===== src/rtl/mul_div_if.sv =====
// Handshake and operand/result bundle between the EX stage and the multiply/divide unit.
interface mul_div_if #(
    parameter int unsigned WIDTH = 32
);
    logic             start;
    logic [1:0]       op;
    logic [WIDTH-1:0] a;
    logic [WIDTH-1:0] b;
    logic             flush;
    logic             busy;
    logic             done;
    logic [WIDTH-1:0] hi;
    logic [WIDTH-1:0] lo;
    logic             div_zero;
    logic             overflow;

    modport master (
        output start, op, a, b, flush,
        input  busy, done, hi, lo, div_zero, overflow
    );

    modport slave (
        input  start, op, a, b, flush,
        output busy, done, hi, lo, div_zero, overflow
    );
endinterface


===== src/rtl/mul_div_unit.sv =====
// Iterative radix-2 multiply/divide unit (MULT, MULTU, DIV, DIVU) with HI/LO results.
// Operands are latched as unsigned magnitudes; signs are restored in a single fixup cycle.
module mul_div_unit #(
    parameter int unsigned WIDTH = 32
) (
    input logic      clk,
    input logic      rst_n,
    mul_div_if.slave bus_io
);
    localparam int unsigned CNT_W = $clog2(WIDTH + 1);

    typedef enum logic [1:0] {StIdle, StCalc, StFixup} state_e;

    state_e             state_q, state_d;
    logic [CNT_W-1:0]   cnt_q, cnt_d;
    logic [1:0]         op_q, op_d;
    logic [WIDTH-1:0]   acc_q, acc_d;
    logic [WIDTH-1:0]   mq_q, mq_d;
    logic [WIDTH-1:0]   opb_q, opb_d;
    logic [WIDTH-1:0]   a_q, a_d;
    logic               neg_res_q, neg_res_d;
    logic               neg_rem_q, neg_rem_d;
    logic               sp_dz_q, sp_dz_d;
    logic               sp_ovf_q, sp_ovf_d;
    logic [WIDTH-1:0]   hi_q, hi_d;
    logic [WIDTH-1:0]   lo_q, lo_d;
    logic               div_zero_q, div_zero_d;
    logic               overflow_q, overflow_d;
    logic               done_q, done_d;

    logic               in_signed;
    logic [WIDTH-1:0]   abs_a, abs_b;
    logic [WIDTH:0]     sum, shifted, trial;
    logic [2*WIDTH-1:0] prod;
    logic [WIDTH-1:0]   quo, rem;

    always_comb begin
        in_signed = ~bus_io.op[0];
        abs_a     = (in_signed && bus_io.a[WIDTH-1]) ? -bus_io.a : bus_io.a;
        abs_b     = (in_signed && bus_io.b[WIDTH-1]) ? -bus_io.b : bus_io.b;
        // WIDTH+1 bit add keeps the carry that is shifted into the product.
        sum       = {1'b0, acc_q} + (mq_q[0] ? {1'b0, opb_q} : '0);
        shifted   = {acc_q, mq_q[WIDTH-1]};
        trial     = shifted - {1'b0, opb_q};
        prod      = {acc_q, mq_q};
        if (neg_res_q) begin
            prod = -prod;
        end
        quo = neg_res_q ? -mq_q : mq_q;
        rem = neg_rem_q ? -acc_q : acc_q;
    end

    always_comb begin
        state_d    = state_q;
        cnt_d      = cnt_q;
        op_d       = op_q;
        acc_d      = acc_q;
        mq_d       = mq_q;
        opb_d      = opb_q;
        a_d        = a_q;
        neg_res_d  = neg_res_q;
        neg_rem_d  = neg_rem_q;
        sp_dz_d    = sp_dz_q;
        sp_ovf_d   = sp_ovf_q;
        hi_d       = hi_q;
        lo_d       = lo_q;
        div_zero_d = div_zero_q;
        overflow_d = overflow_q;
        done_d     = 1'b0;

        unique case (state_q)
            StIdle: begin
                if (bus_io.start && !bus_io.flush) begin
                    op_d      = bus_io.op;
                    a_d       = bus_io.a;
                    acc_d     = '0;
                    mq_d      = bus_io.op[1] ? abs_a : abs_b;
                    opb_d     = bus_io.op[1] ? abs_b : abs_a;
                    neg_res_d = in_signed & (bus_io.a[WIDTH-1] ^ bus_io.b[WIDTH-1]);
                    neg_rem_d = in_signed & bus_io.a[WIDTH-1];
                    sp_dz_d   = bus_io.op[1] && (bus_io.b == '0);
                    sp_ovf_d  = (bus_io.op == 2'b10) && (bus_io.a == {1'b1, {(WIDTH-1){1'b0}}})
                                && (bus_io.b == '1);
                    cnt_d     = CNT_W'(WIDTH);
                    state_d   = StCalc;
                end
            end
            StCalc: begin
                if (bus_io.flush) begin
                    state_d = StIdle;
                end else begin
                    if (op_q[1]) begin
                        acc_d = trial[WIDTH] ? shifted[WIDTH-1:0] : trial[WIDTH-1:0];
                        mq_d  = {mq_q[WIDTH-2:0], ~trial[WIDTH]};
                    end else begin
                        acc_d = sum[WIDTH:1];
                        mq_d  = {sum[0], mq_q[WIDTH-1:1]};
                    end
                    cnt_d = cnt_q - 1'b1;
                    if (cnt_q == CNT_W'(1)) begin
                        state_d = StFixup;
                    end
                end
            end
            StFixup: begin
                state_d = StIdle;
                if (!bus_io.flush) begin
                    done_d     = 1'b1;
                    div_zero_d = sp_dz_q;
                    overflow_d = sp_ovf_q & ~sp_dz_q;
                    if (sp_dz_q) begin
                        lo_d = '1;
                        hi_d = a_q;
                    end else if (sp_ovf_q) begin
                        lo_d = a_q;
                        hi_d = '0;
                    end else if (op_q[1]) begin
                        lo_d = quo;
                        hi_d = rem;
                    end else begin
                        {hi_d, lo_d} = prod;
                    end
                end
            end
            default: state_d = StIdle;
        endcase
    end

    always_ff @(posedge clk or negedge rst_n) begin
        if (!rst_n) begin
            state_q    <= StIdle;
            cnt_q      <= '0;
            op_q       <= '0;
            acc_q      <= '0;
            mq_q       <= '0;
            opb_q      <= '0;
            a_q        <= '0;
            neg_res_q  <= 1'b0;
            neg_rem_q  <= 1'b0;
            sp_dz_q    <= 1'b0;
            sp_ovf_q   <= 1'b0;
            hi_q       <= '0;
            lo_q       <= '0;
            div_zero_q <= 1'b0;
            overflow_q <= 1'b0;
            done_q     <= 1'b0;
        end else begin
            state_q    <= state_d;
            cnt_q      <= cnt_d;
            op_q       <= op_d;
            acc_q      <= acc_d;
            mq_q       <= mq_d;
            opb_q      <= opb_d;
            a_q        <= a_d;
            neg_res_q  <= neg_res_d;
            neg_rem_q  <= neg_rem_d;
            sp_dz_q    <= sp_dz_d;
            sp_ovf_q   <= sp_ovf_d;
            hi_q       <= hi_d;
            lo_q       <= lo_d;
            div_zero_q <= div_zero_d;
            overflow_q <= overflow_d;
            done_q     <= done_d;
        end
    end

    assign bus_io.busy     = (state_q != StIdle);
    assign bus_io.done     = done_q;
    assign bus_io.hi       = hi_q;
    assign bus_io.lo       = lo_q;
    assign bus_io.div_zero = div_zero_q;
    assign bus_io.overflow = overflow_q;
endmodule


===== src/flat_wrapper.sv =====
// flat-port wrapper written by rule: the top's interface ports become plain ports
module mul_div_unit_flat 
#(
    parameter int unsigned WIDTH = 32
)
  (clk, rst_n, bus_io_start, bus_io_op, bus_io_a, bus_io_b, bus_io_flush, bus_io_busy, bus_io_done, bus_io_hi, bus_io_lo, bus_io_div_zero, bus_io_overflow);
  mul_div_if #(.WIDTH(WIDTH)) bus_io_i ();
  input logic clk;
  input logic rst_n;
  input wire logic [$bits(bus_io_i.start)-1:0] bus_io_start;
  input wire logic [$bits(bus_io_i.op)-1:0] bus_io_op;
  input wire logic [$bits(bus_io_i.a)-1:0] bus_io_a;
  input wire logic [$bits(bus_io_i.b)-1:0] bus_io_b;
  input wire logic [$bits(bus_io_i.flush)-1:0] bus_io_flush;
  output wire logic [$bits(bus_io_i.busy)-1:0] bus_io_busy;
  output wire logic [$bits(bus_io_i.done)-1:0] bus_io_done;
  output wire logic [$bits(bus_io_i.hi)-1:0] bus_io_hi;
  output wire logic [$bits(bus_io_i.lo)-1:0] bus_io_lo;
  output wire logic [$bits(bus_io_i.div_zero)-1:0] bus_io_div_zero;
  output wire logic [$bits(bus_io_i.overflow)-1:0] bus_io_overflow;
  assign bus_io_i.start = bus_io_start;
  assign bus_io_i.op = bus_io_op;
  assign bus_io_i.a = bus_io_a;
  assign bus_io_i.b = bus_io_b;
  assign bus_io_i.flush = bus_io_flush;
  assign bus_io_busy = bus_io_i.busy;
  assign bus_io_done = bus_io_i.done;
  assign bus_io_hi = bus_io_i.hi;
  assign bus_io_lo = bus_io_i.lo;
  assign bus_io_div_zero = bus_io_i.div_zero;
  assign bus_io_overflow = bus_io_i.overflow;
  mul_div_unit #(.WIDTH(WIDTH)) u_core (.clk(clk), .rst_n(rst_n), .bus_io(bus_io_i));
endmodule

===== config.mk =====
export PLATFORM = sky130hd
export DESIGN_NAME = mul_div_unit_flat
export DESIGN_NICKNAME = d
export VERILOG_FILES = /design/src/rtl/mul_div_if.sv /design/src/rtl/mul_div_unit.sv /design/src/flat_wrapper.sv
export SDC_FILE = /design/constraint.sdc
export NUM_CORES = 1
export LEC_CHECK = 0
export CAP_MARGIN = 15
export CORE_MARGIN = 4
export CORE_UTILIZATION = 30
export CTS_CLUSTER_DIAMETER = 150
export CTS_CLUSTER_SIZE = 30
export DETAILED_ROUTE_END_ITERATION = 6
export PLACE_DENSITY_LB_ADDON = 0.08
export SLEW_MARGIN = 25
export SYNTH_ARGS = -nofsm -noshare
export SYNTH_HDL_FRONTEND = slang
export SYNTH_SLANG_ARGS = --single-unit

===== constraint.sdc =====
create_clock -name clk -period 4.1 [get_ports clk]
set_clock_uncertainty 0.1 [all_clocks]
set_input_delay 0.82 -clock clk [delete_from_list [all_inputs] [get_ports clk]]
set_output_delay 0.82 -clock clk [all_outputs]
set_load 0.03 [all_outputs]

==> results.json <==
{
  "outcome": "completed",
  "setup_viol": 0,
  "cts_inserted_buffers": 12,
  "critPathKind": "flip-flop to flip-flop",
  "antenna_found_initial": 2,
  "grt_pass1_wl_microns": 108000,
  "fmax_mhz": 259,
  "top_usage_layer": "met2",
  "synth_area_sq_um": 16600,
  "post-route-util_pct": 36.9,
  "row_count": 85,
  "initial_utilization_pct": 30.5,
  "diodes": 0,
  "min_period_ps": 3860,
  "ant_nets": 0,
  "clkLatencyLatePin_ps": 550,
  "area_growth_pct": 20.9,
  "vias": 16808,
  "synth_edf_count": 0,
  "async_flop_share_pct": 100,
  "synth_cell_types": 79,
  "relSlewSlack_pct": 31.7,
  "cp_max_fo": 8,
  "cts_root_buf": "clkbuf_16",
  "power.density_nw_per_um2": 709,
  "dp_hpwl_microns": 57400,
  "setup_slack_ps": 239,
  "endpoint_kind": "flip-flop",
  "gr-usage-met1_pct": 35.0,
  "fillers": 5692,
  "gp_congestion": 0.917,
  "final_nets": 2440,
  "numClockSinks": 208,
  "seq_area_frac_synth_pct": 31.4,
  "grt_pass1_vias": 16111,
  "rsz0062_at_grt": "false",
  "clkTransAtPathRegs_ps": 140,
  "critPathArrivalTime_ps": 4200,
  "syn_nets": 2260,
  "dr.pass1.iters": 5,
  "h-tree-depth": 1,
  "io_pins": 138,
  "grt_usage_pct": 23.8,
  "dieHeight_microns": 243,
  "cts_tree": "done",
  "dp_slack_ps": -192,
  "total_leakage_power_nw": 8.71,
  "required_ps": 4440,
  "gr-usage-met2_pct": 36.7,
  "worst_slew_pin_slew_ps": 1020,
  "drc": 0,
  "min_path_type": "primary input to async pin",
  "design.core.area_sq_um": 54200,
  "io_buffer_count": 137,
  "ys_warn_count": 0,
  "grt_util_met3_pct": 2.58,
  "clk_path_buf_depth": 3,
  "synth_seq_cells": 208,
  "worstSetupStartpointType": "flip-flop",
  "fin_crit_sh_pct": 94.2,
  "grt_overflow": 0,
  "first_iter_violations": 1389,
  "routed_wl_microns": 73200,
  "die_x_microns": 243,
  "via_per_inst": 5.61,
  "maxSlewViolCount": 0,
  "drive_gt1_share_pct": 9.56,
  "synth_flop_cell": "dfrtp_1",
  "grt_max_degree": 96,
  "peakVddDrop_uv": 262,
  "dieArea_sq_um": 59000,
  "synthCells": 2117,
  "drv_cap": 0,
  "hold_viol_final": 0,
  "wire_per_inst_microns": 24.4,
  "syn_avg_cell_area_sq_um": 7.82
}
==> placed cells by master, fill, tap and decap left out, types with 16 or more instances in the layout <==
cell               n
dfrtp_1          206
nor3_1            60
buf_4            145
a22oi_1           17
xor2_1            65
nand2_1          257
a31oi_1           20
nand3_1           30
a21o_1            22
mux2i_1           60
nand2b_1          20
o221ai_1          24
clkdlybuf4s50_1  135
ha_1              71
and3_1            26
nor2_1           226
o21ai_0          157
a21oi_1          243
o31ai_1           24
xnor2_1          107
nand4_1           21
o211ai_1          16
nor2b_1           20
or3_1             28
inv_1             59
==> cell type report <==
type	count	area (sq um)	share of cell area (%)
tap	696	871	4.35
clock inverter	4	92.6	0.463
sequential	208	5210	26.0
multi-input combinational	1722	10700	53.4
inverter	64	244	1.22
timing repair inverter	1	5.00	0.0250
timing repair buffer	288	2580	12.9
clock buffer	14	329	1.64
==> cell families (layout without fill, tap and decap cells) <==
kind of cell	count (synthesis)	after routing	synth area share, %
compound gates	650	650	24.2
xor+xnor	175	175	9.30
fa+ha+maj	73	73	5.61
buf+inv	187	371	4.32
flops	208	208	31.4
mux	65	65	3.97
simple gates	759	759	21.2
==> critical path: stages (launching register included) <==
cell and delay [ps]:
dfrtp_1 540, or3_1 430, nor3_1 400, nand4_1 290
or3_1 390, a21oi_1 460, xnor2_1 180, nor2_1 50
a2111oi_0 660, buf_4 220, nor2_1 30
==> synthesized netlist by cell type, types with 14 or more instances <==
library cell,n,share of area [%]
nand3_1,30,0.91
a22oi_1,17,0.77
nand2_1,258,5.8
clkbuf_1,107,2.4
ha_1,71,5.4
nor4_1,14,0.53
nor2_1,229,5.2
inv_1,61,1.4
xnor2_1,108,5.7
xor2_1,66,3.5
o211ai_1,16,0.73
or3_1,28,1.1
nor3_1,60,1.8
o221ai_1,24,1.3
a31oi_1,20,0.76
mux2i_1,60,3.6
a21o_1,22,1.0
and3_1,26,0.98
o31ai_1,24,1.1
nor2b_1,20,0.76
o21ai_0,157,4.7
nand4_1,21,0.79
nand2b_1,20,0.76
dfrtp_1,208,31
a21oi_1,243,7.3
==> report_power, final <==
group | internal [mW] | leakage [nW] | switching (mW)
Clock | 0.679 | 0.202 | 0.889
Combinational | 3.70 | 5.83 | 5.51
Sequential | 2.67 | 2.68 | 0.734
Total | 7.05 | 8.71 | 7.13
==> worst paths after layout <==
| check | start | cells past startpoint | slack (ps) | end |
|---|---|---|---|---|
| setup / recovery | u_core.mq_q[24] | 10 | 240 | u_core.bus_io.lo[31] |
| hold / removal | rst_n | 1 | 130 | u_core.bus_io.hi[15] |
| setup reg to reg | u_core.mq_q[24] | 10 | 240 | u_core.bus_io.lo[31] |
| hold reg to reg | u_core.bus_io.overflow | 2 | 390 | u_core.bus_io.overflow |
| max in group asynchronous | rst_n | 2 | 2880 | u_core.mq_q[10] |
| min in group clk | u_core.bus_io.overflow | 2 | 390 | u_core.bus_io.overflow |
==> sequential cells by signal, indices dropped and copies added, names as in the netlist, 2 cells and up <==
register	count
u_core.a_q	32
u_core.bus_io.lo	32
u_core.mq_q	32
u_core.opb_q	32
u_core.acc_q	32
u_core.state_q	2
u_core.cnt_q	6
u_core.bus_io.hi	32
==> through the flow <==
stage               power, mW  hold WS, ps  setup TNS [ps]  cells  instance area, sq um
finish                   14.2          127               0   2997                 20000
global route             15.2          153               0   2997                 20000
CTS                      14.1          127               0   2994                 20000
detailed placement       12.5          373            -542   2976                 19500
global placement         12.5          364            -860   2976                 19500
floorplan                8.89          350               0   2117                 16600
==> repair_timing <==
| action | CTS | global route |
|---|---|---|
| endpoints found under the setup margin | 4 | 6 |
| buffers inserted | 0 | 2 |
| hold buffers | 0 | 0 |
| gates resized for setup | 2 | 3 |
| cloned | 0 | 1 |
==> layer usage <==
metal,up-vias,routed length [microns]
li1,7955,-
met1,8171,34300
met2,594,31800
met3,88,4320
met4,0,2680
met5,-,0
(Power assumes the default switching activity.)
